### src/rtl/game_ctrl.sv
// Central sequencer for the dinosaur game: arms on start, runs from a vertical-blank
// edge, detects crashes from per-frame dinosaur/cactus overlap and schedules scroll speed.
module game_ctrl #(
  parameter int unsigned SPEED_INIT       = 1,
  parameter int unsigned SPEED_MAX        = 8,
  parameter int unsigned FRAMES_PER_LEVEL = 600,
  parameter int unsigned HOLDOFF_FRAMES   = 30,
  parameter int unsigned COLL_MIN_CYC     = 4
) (
  input  logic        CLK,
  input  logic        RESET,
  input  logic        start,
  input  logic        vs,
  input  logic        px_dinosaur,
  input  logic        px_cactus,
  output logic        game_status,
  output logic [1:0]  state,
  output logic [3:0]  speed,
  output logic [15:0] frames,
  output logic        new_game,
  output logic        crash
);

  localparam int unsigned LW = $clog2(FRAMES_PER_LEVEL);
  localparam int unsigned OW = $clog2(COLL_MIN_CYC + 1);
  localparam int unsigned HW = (HOLDOFF_FRAMES == 0) ? 1 : $clog2(HOLDOFF_FRAMES + 1);

  localparam logic [LW-1:0] LVL_LAST = LW'(FRAMES_PER_LEVEL - 1);
  localparam logic [OW-1:0] OVL_MAX  = OW'(COLL_MIN_CYC);
  localparam logic [HW-1:0] HOLD_MAX = HW'(HOLDOFF_FRAMES);
  localparam logic [3:0]    SPD_INIT = 4'(SPEED_INIT);
  localparam logic [3:0]    SPD_MAX  = 4'(SPEED_MAX);

  typedef enum logic [1:0] {
    IDLE    = 2'd0,
    ARMED   = 2'd1,
    RUNNING = 2'd2,
    CRASHED = 2'd3
  } state_t;

  state_t        st;
  logic          vs_d;
  logic          start_d;
  logic [LW-1:0] lvl_cnt;
  logic [OW-1:0] ovl_cnt;
  logic [HW-1:0] hold_cnt;

  logic frame_tick;
  logic start_rise;
  logic overlap;

  assign frame_tick = vs_d & ~vs;
  assign start_rise = start & ~start_d;
  assign overlap    = px_dinosaur & px_cactus;

  assign state       = st;
  assign game_status = (st == RUNNING);

  always_ff @(posedge CLK) begin
    if (RESET) begin
      st       <= IDLE;
      vs_d     <= 1'b1;
      start_d  <= 1'b1;
      speed    <= SPD_INIT;
      frames   <= '0;
      lvl_cnt  <= '0;
      ovl_cnt  <= '0;
      hold_cnt <= '0;
      new_game <= 1'b0;
      crash    <= 1'b0;
    end else begin
      vs_d     <= vs;
      start_d  <= start;
      new_game <= 1'b0;
      crash    <= 1'b0;
      unique case (st)
        IDLE: begin
          if (start_rise) st <= ARMED;
        end
        ARMED: begin
          if (frame_tick) begin
            st       <= RUNNING;
            speed    <= SPD_INIT;
            frames   <= '0;
            lvl_cnt  <= '0;
            ovl_cnt  <= '0;
            new_game <= 1'b1;
          end
        end
        RUNNING: begin
          // Overlap is counted per frame; the tick cycle's own overlap starts the new count.
          if (frame_tick) ovl_cnt <= overlap ? OW'(1) : '0;
          else if (overlap && ovl_cnt != OVL_MAX) ovl_cnt <= ovl_cnt + 1'b1;
          if (frame_tick) begin
            if (frames != '1) frames <= frames + 1'b1;
            if (lvl_cnt == LVL_LAST) begin
              lvl_cnt <= '0;
              if (speed < SPD_MAX) speed <= speed + 1'b1;
            end else begin
              lvl_cnt <= lvl_cnt + 1'b1;
            end
          end
          if (ovl_cnt == OVL_MAX) begin
            st       <= CRASHED;
            crash    <= 1'b1;
            hold_cnt <= '0;
          end
        end
        CRASHED: begin
          if (frame_tick && hold_cnt != HOLD_MAX) hold_cnt <= hold_cnt + 1'b1;
          if (start_rise && hold_cnt == HOLD_MAX) st <= ARMED;
        end
      endcase
    end
  end

endmodule

### config.mk
export PLATFORM = sky130hd
export DESIGN_NAME = game_ctrl
export DESIGN_NICKNAME = d
export VERILOG_FILES = /design/src/rtl/game_ctrl.sv
export SDC_FILE = /design/constraint.sdc
export NUM_CORES = 1
export LEC_CHECK = 0
export ABC_AREA = 1
export ABC_CLOCK_PERIOD_IN_PS = 2150
export BUFFER_PORTS_ARGS = -buffer_cell sky130_fd_sc_hd__buf_2
export CORE_MARGIN = 2
export CORE_UTILIZATION = 57
export DETAILED_ROUTE_END_ITERATION = 10
export PLACE_DENSITY = 0.79
export RECOVER_POWER = 100
export SYNTH_ARGS = -nofsm -noshare
export SYNTH_HDL_FRONTEND = slang
export SYNTH_SLANG_ARGS = --single-unit
### constraint.sdc
create_clock -name CLK -period 2.15 [get_ports CLK]
set_input_delay 0.3225 -clock CLK [delete_from_list [all_inputs] [get_ports CLK]]
set_output_delay 0.3225 -clock CLK [all_outputs]
set_load 0.01 [all_outputs]
==> results of run 1 <==
## worst paths after layout
| path | from | end | slack, ns | cells after the start |
|---|---|---|---|---|
| max | state[0]$_SDFFE_PP0P_ | frames[9]$_SDFFE_PP0P_ | 0.21 | 10 |
| min | vs | vs_d$_SDFF_PP1_ | 0.21 | 3 |
| max reg2reg | state[0]$_SDFFE_PP0P_ | frames[9]$_SDFFE_PP0P_ | 0.21 | 10 |
| min reg2reg | lvl_cnt[8]$_SDFFE_PP0P_ | lvl_cnt[8]$_SDFFE_PP0P_ | 0.48 | 2 |
## placed cells by master, fill, tap and decap left out, drive strengths merged
master,synthesis,routed
a21oi,22,22
a22oi,1,1
a31oi,1,1
buf,3,5
bufinv,0,1
clkbuf,2,33
clkinv,0,1
dfxtp,44,44
ha,11,11
inv,42,42
nand2,78,78
nand3,30,30
nand3b,2,2
nand4,11,11
nor2,60,60
nor3,5,5
nor3b,2,2
o21a,1,1
o21ai,14,14
o21bai,1,1
o22ai,2,2
or2,3,3
xnor2,2,2
xor2,6,6
## through the flow
stage / std cells / area [um2] / total power [mW]
3_3_place_gp: 420 / 2640 / 1.911
3_5_place_dp: 420 / 2640 / 1.936
2_1_floorplan: 343 / 2444 / 1.707
5_1_grt: 428 / 2699 / 2.673
4_1_cts: 428 / 2748 / 2.557
6_report: 428 / 2699 / 2.501
## worst reg2reg max path, stage by stage (launching register included)
cell     delay, ns
dfxtp_1       0.38
inv_1         0.09
ha_2          0.27
o21ai_2       0.19
nand2_2       0.19
inv_4         0.19
nand2_8       0.08
nand2_1       0.18
nand2_4       0.11
inv_4         0.10
a21oi_1       0.05
## sequential cells by signal, indices dropped and copies added (netlist names)
name / count
frames: 16
lvl_cnt: 10
hold_cnt: 5
speed: 4
ovl_cnt: 3
state: 2
crash: 1
new_game: 1
start_d: 1
vs_d: 1
## routing by layer
layer	up-vias	wire length [um]	share of wire, %
li1	1173	-	-
met1	1055	2316	45
met2	64	2474	48
met3	13	252	4.9
met4	0	93	1.8
met5	-	0	0
## repair_timing
item                       in CTS  in global routing
setup endpoints to repair       0                  8
resized for setup               0                  1
buffers inserted                0                  0
hold buffers                    0                  0
## area by class of cell
cell class	instances	area, um2	share of cell area (%)
sequential	44	880.8	32.64
tap	50	62.56	2.318
clock buffer	6	72.57	2.689
inverter	42	162.7	6.027
multi-input combinational	252	1358	50.30
timing repair buffer	32	127.6	4.729
clock inverter	2	35.03	1.298
## logic make-up (layout without fill, tap and decap cells)
family	Yosys count	after routing
AO/OA/AOI/OAI	42	42
XOR/XNOR	8	8
adder cells (fa/ha/maj)	11	11
buffers and inverters	47	82
flip-flops	44	44
AND/OR/NAND/NOR	191	191
## power groups by stage
stage	Clock, mW	Combinational (mW)	Sequential [mW]
finish	0.621	0.951	0.930
global route	0.668	1.07	0.938
floorplan	0	0.755	0.952
detailed placement	0	0.988	0.948
global placement	0	0.968	0.943
CTS	0.636	0.994	0.928
==> metrics.cfg, run 1 <==
[critical_path]
timing.critical_path.buf_inv = 3
critPathCaptureType = register
crit_path_cell_trace = inv_1 -> ha_2 -> o21ai_2 -> nand2_2 -> inv_4 -> nand2_8 -> nand2_1 -> nand2_4 -> inv_4 -> a21oi_1
crit_path_start_kind = register
critical_path_class = register to register
crit_family = simple AND/OR/NAND/NOR gates
critical-path-top-cell-by-count = inv_4
critPathSlowestCell = dfxtp_1
critical_path.max_stage_delay_ns = 0.38
timing.critical_path.required_ns = 2.34
maximum_fanout_count_along_the_critical_path = 13
cp_data_arrival_time_ns = 2.13

[timing]
fmaxAchievable_mhz = 516.5
finalCritPeriodShare_pct = 90.05
setup_repair_after_global_routing_missed_its_margin = false
timing.final.setup_violations = 0
post-route-worst-setup-slack_ns = 0.2138
setup_tns_ns = 0
worst_pin_slew_ns = 0.6863
period_minus_slack_ns = 1.936
slew_headroom_pct = 54.25
slew_limit_fails = 0
worst_clock_skew_ns = 0.002999
timing.final.hold_violations = 0
worst_hold_slack_after_final_layout_ns = 0.2115

[final_layout]
layout-area-overhead-vs-synth_pct = 10.45
post-route-util_pct = 66.51
drive_gt1_share_pct = 11.64
num_antenna_cells = 0
fin_nets = 394
nFillCells = 380

[global_route]
grt_max_degree = 16
antenna_found_initial = 0
gr-max-usage-layer = met2
grt_first_pass_wirelength_um = 8901
grt_usage_pct = 22.31
grt-ovfl-total = 0
gr-usage-met1_pct = 26.93
number_of_global_route_vias_before_repair = 2121
gr-usage-met3_pct = 5.087
grt_util_met2_pct = 38.14

[pwr]
pwr-share-comb_pct = 38.0
p_int_mw = 1.489
switching_share_pct = 40.46
p_seq_share_pct = 37.2
ir_drop_worst_vdd_uv = 563.7
power.net_switching_mw = 1.012
power.clock.fraction_pct = 24.8
power_density_nw_per_um2 = 926.8
p_leak_nw = 0.9697

[worst_hold_path]
hold_class = primary input to register

[yosys]
synth_area_um2 = 2444
number_of_enable_type_register_cells_in_the_synthesized_netlist = 0
synth-warning-count = 0
seq_area_frac_synth_pct = 36.05
ys_async_sr_fraction_pct = 0
muxShareOfSynthArea_pct = 0
yosys.area_share.adder_pct = 5.632
postSynthCellCount = 343
synth-compound-area-share_pct = 9.780
synth-seq-cells = 44
synth.net_count = 360
synth-xor-area-share_pct = 2.867
synth.cells.most_frequent = nand2_1, nor2_1, dfxtp_1
dominantRegCellSynth = dfxtp_1
synth.top_cell.area_share_pct = 36.05
yosys.area.top_type = dfxtp_1
post-synth-top-count-cell = nand2_1
post_synthesis_simple_gate_area_fraction_pct = 37.74
post_synth_main_area_contributors = dfxtp_1, nand2_1, nor2_1
postSynthAreaPerCell_um2 = 7.124
synth_top_family_by_area = simple AND/OR/NAND/NOR gates
yosys.cell_types.count = 37

[die]
dieArea_um2 = 4827
design.portCount = 31
coreArea_um2 = 4058
die_h_um = 69.48
die_x_um = 69.48
floorplan.rows = 23
start_util_pct = 60.22

[place]
post-place-ws_ns = 0.1562
dp_hpwl_um = 3911
gp_congestion = 0.8720
io_buffers = 30

[clock_network]
cts_max_path_buffers = 2
clk_pin_slew_worst_paths_ns = 0.08
clock_root_cell = clkbuf_8
tritoncts_clock_tree = yes
ctsHtreeMaxLevel = 2
clkLatencyLatePin_ns = 0.30
clock-sinks = 44
cts-buffers-inserted = 5

[route]
routedWlPerCell_um = 12.00
initialDrtViolationCount = 114
drt_pass1_iterations = 4
remaining_antenna_violation_count = 0
post_drt_via_cell_ratio = 5.386
routed_wl_um = 5136
num_vias = 2305
remaining_drc_errors = 0

[status]
status = finished, final reports clean

[job]
max_cap_viol_count = 0

(Power assumes the default switching activity.)
==> run 2, diff against run 1 <==
Settings changed: REMOVE_ABC_BUFFERS set to 1, SLEW_MARGIN set to 0.
==> run 2 against run 1 <==
  * Flip-flop and latch count stayed put
  * Via count is 2.7% lower
  * Cell area is 1.3% higher
  * Utilization is 0.86 points higher
  * Hold slack better by 0.0020 ns
  * Clock skew is 0.0080 ns higher
  * Global-route usage is 1.6 points higher
  * First-iteration DRC count is 47% higher
  * Largest cell class unchanged
  * Largest power group unchanged
==> metrics.cfg, run 2 (synthesis gave the netlist of run 1 again) <==
[place]
io_buffers = 30  ; unchanged
gp_congestion = 0.8057  ; -7.6%
post-place-ws_ns = 0.2198  ; +0.06356 ns
dp_hpwl_um = 3893  ; -0.46%

[worst_hold_path]
hold_class = primary input to register
min_path_cells = 3  ; unchanged

[timing]
slew_headroom_pct = 54.69  ; +0.44 points
period_minus_slack_ns = 1.924  ; -0.01171 ns
timing.final.hold_violations = 0  ; unchanged
setup_repair_after_global_routing_missed_its_margin = false
setup_tns_ns = 0  ; unchanged
post-route-worst-setup-slack_ns = 0.2256  ; +0.01171 ns
worst_clock_skew_ns = 0.01100  ; +0.007996 ns
slew_limit_fails = 0  ; unchanged
fmaxAchievable_mhz = 519.6  ; +0.61%
finalCritPeriodShare_pct = 89.51  ; -0.54 points
worst_pin_slew_ns = 0.6797  ; -0.006626 ns
worst_hold_slack_after_final_layout_ns = 0.2135  ; +0.002047 ns
timing.final.setup_violations = 0  ; unchanged

[route]
routed_wl_um = 5219  ; +1.6%
remaining_drc_errors = 0  ; unchanged
remaining_antenna_violation_count = 0  ; unchanged
drt_pass1_iterations = 4  ; unchanged
post_drt_via_cell_ratio = 5.228  ; -2.9%
initialDrtViolationCount = 168  ; +47%
routedWlPerCell_um = 12.17  ; +1.4%
num_vias = 2243  ; -2.7%

[clock_network]
cts_max_path_buffers = 2  ; unchanged
cts-buffers-inserted = 5  ; unchanged
clock_root_cell = clkbuf_8
clk_pin_slew_worst_paths_ns = 0.09  ; about the same
ctsHtreeMaxLevel = 2  ; unchanged
postCtsHoldBufs = 0  ; unchanged
tritoncts_clock_tree = yes
post-cts-setup-buffers = 0  ; unchanged
clock-sinks = 44  ; unchanged
post_cts.resized_instances = 0  ; unchanged
clkLatencyLatePin_ns = 0.30  ; about the same

[pwr]
power.net_switching_mw = 1.029  ; +1.7%
power_mw = 2.603  ; +4.1%
ir_drop_worst_vdd_uv = 633.0  ; +12%
p_int_mw = 1.574  ; +5.7%
power.clock.fraction_pct = 26.6  ; +1.8 points
p_leak_nw = 0.9904  ; +2.1%
pwr-share-comb_pct = 37.7  ; -0.3 points
p_seq_share_pct = 35.7  ; -1.5 points
power_density_nw_per_um2 = 952.1  ; +2.7%
switching_share_pct = 39.54  ; -0.92 points

[job]
max_cap_viol_count = 0  ; unchanged

[critical_path]
critPathSlowestCell = dfxtp_1
timing.critical_path.required_ns = 2.32  ; -0.02 ns
cp_data_arrival_time_ns = 2.09  ; -0.04 ns
crit_path_cell_trace = inv_1 -> ha_1 -> o21ai_2 -> nand2_4 -> inv_4 -> nand3_1 -> inv_1 -> nand2_1 -> nand2_1 -> nor2_1
critPathCaptureType = register
crit_path_start_kind = register
critical_path.max_stage_delay_ns = 0.39  ; about the same
maximum_fanout_count_along_the_critical_path = 13  ; unchanged
critical_path_class = register to register
timing.reg2reg.worst_path_depth = 10  ; unchanged

[global_route]
grt_usage_pct = 23.95  ; +1.6 points
grt_max_degree = 16  ; unchanged
grt-ovfl-total = 0  ; unchanged
grt_first_pass_wirelength_um = 9480  ; +6.5%
number_of_global_route_vias_before_repair = 2155  ; +1.6%
antenna_found_initial = 0  ; unchanged

[die]
die_h_um = 69.48  ; unchanged
start_util_pct = 60.22  ; unchanged
dieArea_um2 = 4827  ; unchanged
coreArea_um2 = 4058  ; unchanged
floorplan.rows = 23  ; unchanged
die_x_um = 69.48  ; unchanged
design.portCount = 31  ; unchanged

[final_layout]
num_antenna_cells = 0  ; unchanged
largestRegisters = frames: 16 flops, lvl_cnt: 10 flops, hold_cnt: 5 flops
layout-area-overhead-vs-synth_pct = 11.88
drive_gt1_share_pct = 12.40  ; +0.76 points
largest_reg_flops = 16  ; unchanged
fin_nets = 395  ; +0.25%
top_register = frames
most_common_cell_after_layout_fill_and_taps_aside = nand2_1
layout.cells.most_common_list = nand2_1, nor2_1, dfxtp_1

[status]
status = finished, final reports clean

## run 2: cell types whose count changed in the layout (fill, tap and decap cells not counted), sizes merged
| cell | delta |
|---|---|
| clkinv | -1 |
| buf | +2 |
## run 2: final timing paths
| path | from | to | slack (ns) |
|---|---|---|---|
| worst max-delay path | state[0]$_SDFFE_PP0P_ | speed[1]$_SDFFE_PP0P_ | 0.23 |
| worst min-delay path | start | start_d$_SDFF_PP1_ | 0.21 |
| worst max register to register | state[0]$_SDFFE_PP0P_ | speed[1]$_SDFFE_PP0P_ | 0.23 |
| worst min register to register | lvl_cnt[8]$_SDFFE_PP0P_ | lvl_cnt[8]$_SDFFE_PP0P_ | 0.48 |
## run 2: routing by layer
metal | GRT usage [%] | routed length, um | part of all wire [%] | vias to the layer above
li1 | - | - | - | 1175
met1 | 29.06 | 2378 | 46 | 1017
met2 | 41.45 | 2568 | 49 | 42
met3 | 5.378 | 191 | 3.7 | 9
met4 | 8.497 | 80 | 1.5 | 0
met5 | 0 | 0 | 0 | -
## run 2: worst max-delay path: cells and delay by family (launching register included)
kind                     cells  cell delay (ns)
buffers and inverters        3             0.38
flip-flops                   1             0.39
adder cells (fa/ha/maj)      1             0.32
AO/OA/AOI/OAI                1             0.24
AND/OR/NAND/NOR              5             0.47
## run 2: layout make-up
class                           instances  area, um2
Clock buffer                            7      96.34
Clock inverter                          1      30.03
Fill cell                             384       1324
Inverter                               42      162.7
Multi-Input combinational cell        252       1366
Sequential cell                        44      880.8
Tap cell                               50      62.56
Timing Repair Buffer                   33      135.1
## run 2: power groups by stage
stage | combinational (mW) | sequential, mW | clock [mW]
after floorplan | 0.699 | 0.952 | 0
after global placement | 0.954 | 0.943 | 0
after detailed placement | 0.982 | 0.948 | 0
after CTS | 0.988 | 0.928 | 0.705
after global routing | 1.12 | 0.936 | 0.742
final | 0.980 | 0.930 | 0.693
## run 2: through the flow
step	std cells	utilization, %	instance area (um2)
2_1_floorplan	338	-	2412
3_3_place_gp	421	65.25	2648
3_5_place_dp	421	65.25	2648
4_1_cts	429	68.36	2774
5_1_grt	429	67.38	2734
6_report	429	67.38	2734
==> run 3, diff against run 2 <==
Settings changed: CELL_PAD_IN_SITES_DETAIL_PLACEMENT set to 0, CELL_PAD_IN_SITES_GLOBAL_PLACEMENT set to 1, CORE_UTILIZATION 57 to 41, MAX_ROUTING_LAYER set to met4, PLACE_DENSITY 0.79 to unset, PLACE_DENSITY_LB_ADDON set to 0.1.
==> run 3 against run 2 <==
  * Cell count grew 6.3%
  * Maximum frequency is 0.14% lower
  * Wire length grew 5.8%
==> metrics.cfg, run 3 (synthesis gave the netlist of run 1 again) <==
[final_layout]
drive_gt1_share_pct = 12.86  ; +0.46 points
largest_reg_flops = 16  ; unchanged
fin_nets = 397  ; +0.51%
layout.cells.most_common_list = nand2_1, nor2_1, dfxtp_1
nFillCells = 621  ; +62%
layout-area-overhead-vs-synth_pct = 12.75
largestRegisters = frames: 16 flops, lvl_cnt: 10 flops, hold_cnt: 5 flops
num_antenna_cells = 0  ; unchanged
post-route-util_pct = 47.09  ; -20 points
top_register = frames
most_common_cell_after_layout_fill_and_taps_aside = nand2_1

[clock_network]
clk_pin_slew_worst_paths_ns = 0.09  ; about the same
clock_root_cell = clkbuf_8
cts-buffers-inserted = 5  ; unchanged
clock-sinks = 44  ; unchanged
post_cts.resized_instances = 0  ; unchanged
clkLatencyLatePin_ns = 0.31  ; about the same
postCtsHoldBufs = 0  ; unchanged
post-cts-setup-buffers = 0  ; unchanged
cts_max_path_buffers = 2  ; unchanged
ctsHtreeMaxLevel = 2  ; unchanged
tritoncts_clock_tree = yes

[place]
dp_hpwl_um = 4172  ; +7.2%
post-place-ws_ns = 0.2786  ; +0.05876 ns
io_buffers = 30  ; unchanged
gp_congestion = 0.7853  ; -2.5%

[critical_path]
cp_data_arrival_time_ns = 2.15  ; +0.06 ns
crit_path_end = state[0]$_SDFFE_PP0P_
crit_path_cell_trace = inv_1 -> ha_1 -> clkbuf_1 -> nand2_1 -> nand4_1 -> o21ai_0 -> a21oi_1
critical_path_class = register to register
critPathSlowestCell = clkbuf_1
maximum_fanout_count_along_the_critical_path = 8  ; -5
r2r_end = state[0]$_SDFFE_PP0P_
crit_family = simple AND/OR/NAND/NOR gates
launch_point_of_the_worst_reg_to_reg_path = state[0]$_SDFFE_PP0P_
timing.critical_path.buf_inv = 2  ; -1
timing.reg2reg.worst_path_depth = 7  ; -3
critical_path.max_stage_delay_ns = 0.37  ; -0.02 ns
setup.worst_path.start = state[0]$_SDFFE_PP0P_
crit_path_start_kind = register
stages_on_the_worst_setup_path = 7  ; -3
timing.critical_path.required_ns = 2.37  ; +0.05 ns
regToRegSetupSlack_ns = 0.22  ; about the same
critPathCaptureType = register

[route]
num_vias = 2157  ; -3.8%
post_drt_via_cell_ratio = 4.730  ; -9.5%
drt_pass1_iterations = 4  ; unchanged
initialDrtViolationCount = 102  ; -39%
remaining_drc_errors = 0  ; unchanged
routed_wl_um = 5520  ; +5.8%
routedWlPerCell_um = 12.11  ; -0.50%
remaining_antenna_violation_count = 0  ; unchanged

[timing]
timing.final.hold_violations = 0  ; unchanged
period_minus_slack_ns = 1.927  ; +0.002688 ns
post-route-worst-setup-slack_ns = 0.2229  ; -0.002688 ns
worst_pin_slew_ns = 0.4141  ; -0.2655 ns
slew_headroom_pct = 72.39  ; +18 points
setup_repair_after_global_routing_missed_its_margin = false
worst_clock_skew_ns = 0.01483  ; +0.003838 ns
fmaxAchievable_mhz = 518.9  ; -0.14%
finalCritPeriodShare_pct = 89.63  ; +0.13 points
timing.final.setup_violations = 0  ; unchanged
slew_limit_fails = 0  ; unchanged
setup_tns_ns = 0  ; unchanged

[job]
max_cap_viol_count = 0  ; unchanged

[worst_hold_path]
hold_class = primary input to register

[global_route]
grt_max_degree = 16  ; unchanged
antenna_found_initial = 0  ; unchanged
gr-usage-met3_pct = 3.667  ; -1.7 points
grt-ovfl-total = 0  ; unchanged
grt_util_met2_pct = 28.84  ; -13 points
gr-max-usage-layer = met2
gr-usage-met1_pct = 24.68  ; -4.4 points
number_of_global_route_vias_before_repair = 1937  ; -10%
grt_usage_pct = 18.66  ; -5.3 points
grt_first_pass_wirelength_um = 9183  ; -3.1%

[pwr]
power_density_nw_per_um2 = 923.0  ; -3.1%
ir_drop_worst_vdd_uv = 466.0  ; -26%
p_leak_nw = 0.9847  ; -0.57%

[die]
die_x_um = 81.20  ; +17%
floorplan.rows = 28  ; +22%
coreArea_um2 = 5851  ; +44%
die_h_um = 81.20  ; +17%
start_util_pct = 41.77  ; -18 points
design.portCount = 31  ; unchanged
dieArea_um2 = 6593  ; +37%

[status]
status = finished, final reports clean

-- run 3: changes by cell type in the layout (fill, tap and decap cells not counted) --
cell        previous run  this run
nor2_2                 4         5
o21ai_0                9        10
clkbuf_8               7         5
nor2_1                51        50
clkinv_2               0         1
clkbuf_2               0         1
o21ai_1                4         3
nand2_4                3         2
buf_2                  6         7
nand2_1               69        70
clkinvlp_4             0         1
-- run 3: stage by stage --
step | power, mW | area, um2 | hold WS, ns | instances
2_1_floorplan | 1.652 | 2412 | 0.3916 | 338
3_3_place_gp | 1.950 | 2694 | 0.4672 | 448
3_5_place_dp | 1.956 | 2694 | 0.4769 | 448
4_1_cts | 2.619 | 2805 | 0.1926 | 456
5_1_grt | 2.747 | 2755 | 0.2122 | 456
6_report | 2.543 | 2755 | 0.2035 | 456
-- run 3: area by class of cell --
cell class / instances / area (um2) / area share [%]
Tap cell: 75 / 93.84 / 3.406
Multi-Input combinational cell: 252 / 1361 / 49.41
Clock inverter: 3 / 42.54 / 1.544
Clock buffer: 5 / 68.82 / 2.498
Timing Repair Buffer: 35 / 145.1 / 5.268
Inverter: 42 / 162.7 / 5.904
Sequential cell: 44 / 880.8 / 31.97
-- run 3: worst min-delay path by stage --
stage                       startpoint                      end  slack [ns]  cells past startpoint
2_1_floorplan                    RESET   frames[1]$_SDFFE_PP0P_        0.39                      1
3_3_place_gp   lvl_cnt[8]$_SDFFE_PP0P_  lvl_cnt[8]$_SDFFE_PP0P_        0.47                      2
3_5_place_dp   lvl_cnt[8]$_SDFFE_PP0P_  lvl_cnt[8]$_SDFFE_PP0P_        0.48                      2
4_1_cts                          start       start_d$_SDFF_PP1_        0.19                      3
5_1_grt                          start       start_d$_SDFF_PP1_        0.21                      3
6_report                         start       start_d$_SDFF_PP1_        0.20                      3
-- run 3: worst reg2reg max path, stage by stage (launching register included) --
cell and delay (ns):
dfxtp_1 0.34, inv_1 0.10, ha_1 0.26, clkbuf_1 0.37, nand2_1 0.28, nand4_1 0.23
o21ai_0 0.11, a21oi_1 0.17
-- run 3: power by group --
group          switching (mW)  internal [mW]  leakage [nW]
Sequential             0.0534          0.872         0.356
Clock                   0.308          0.344        0.0541
Combinational           0.683          0.282         0.574
Total                    1.04           1.50         0.985
-- run 3: metal layers --
layer	share of wire, %	wire [um]	up-vias
met5	0	0	-
met4	0.87	48	0
met3	2.7	147	5
met2	45	2471	22
met1	52	2852	949
li1	-	-	1181
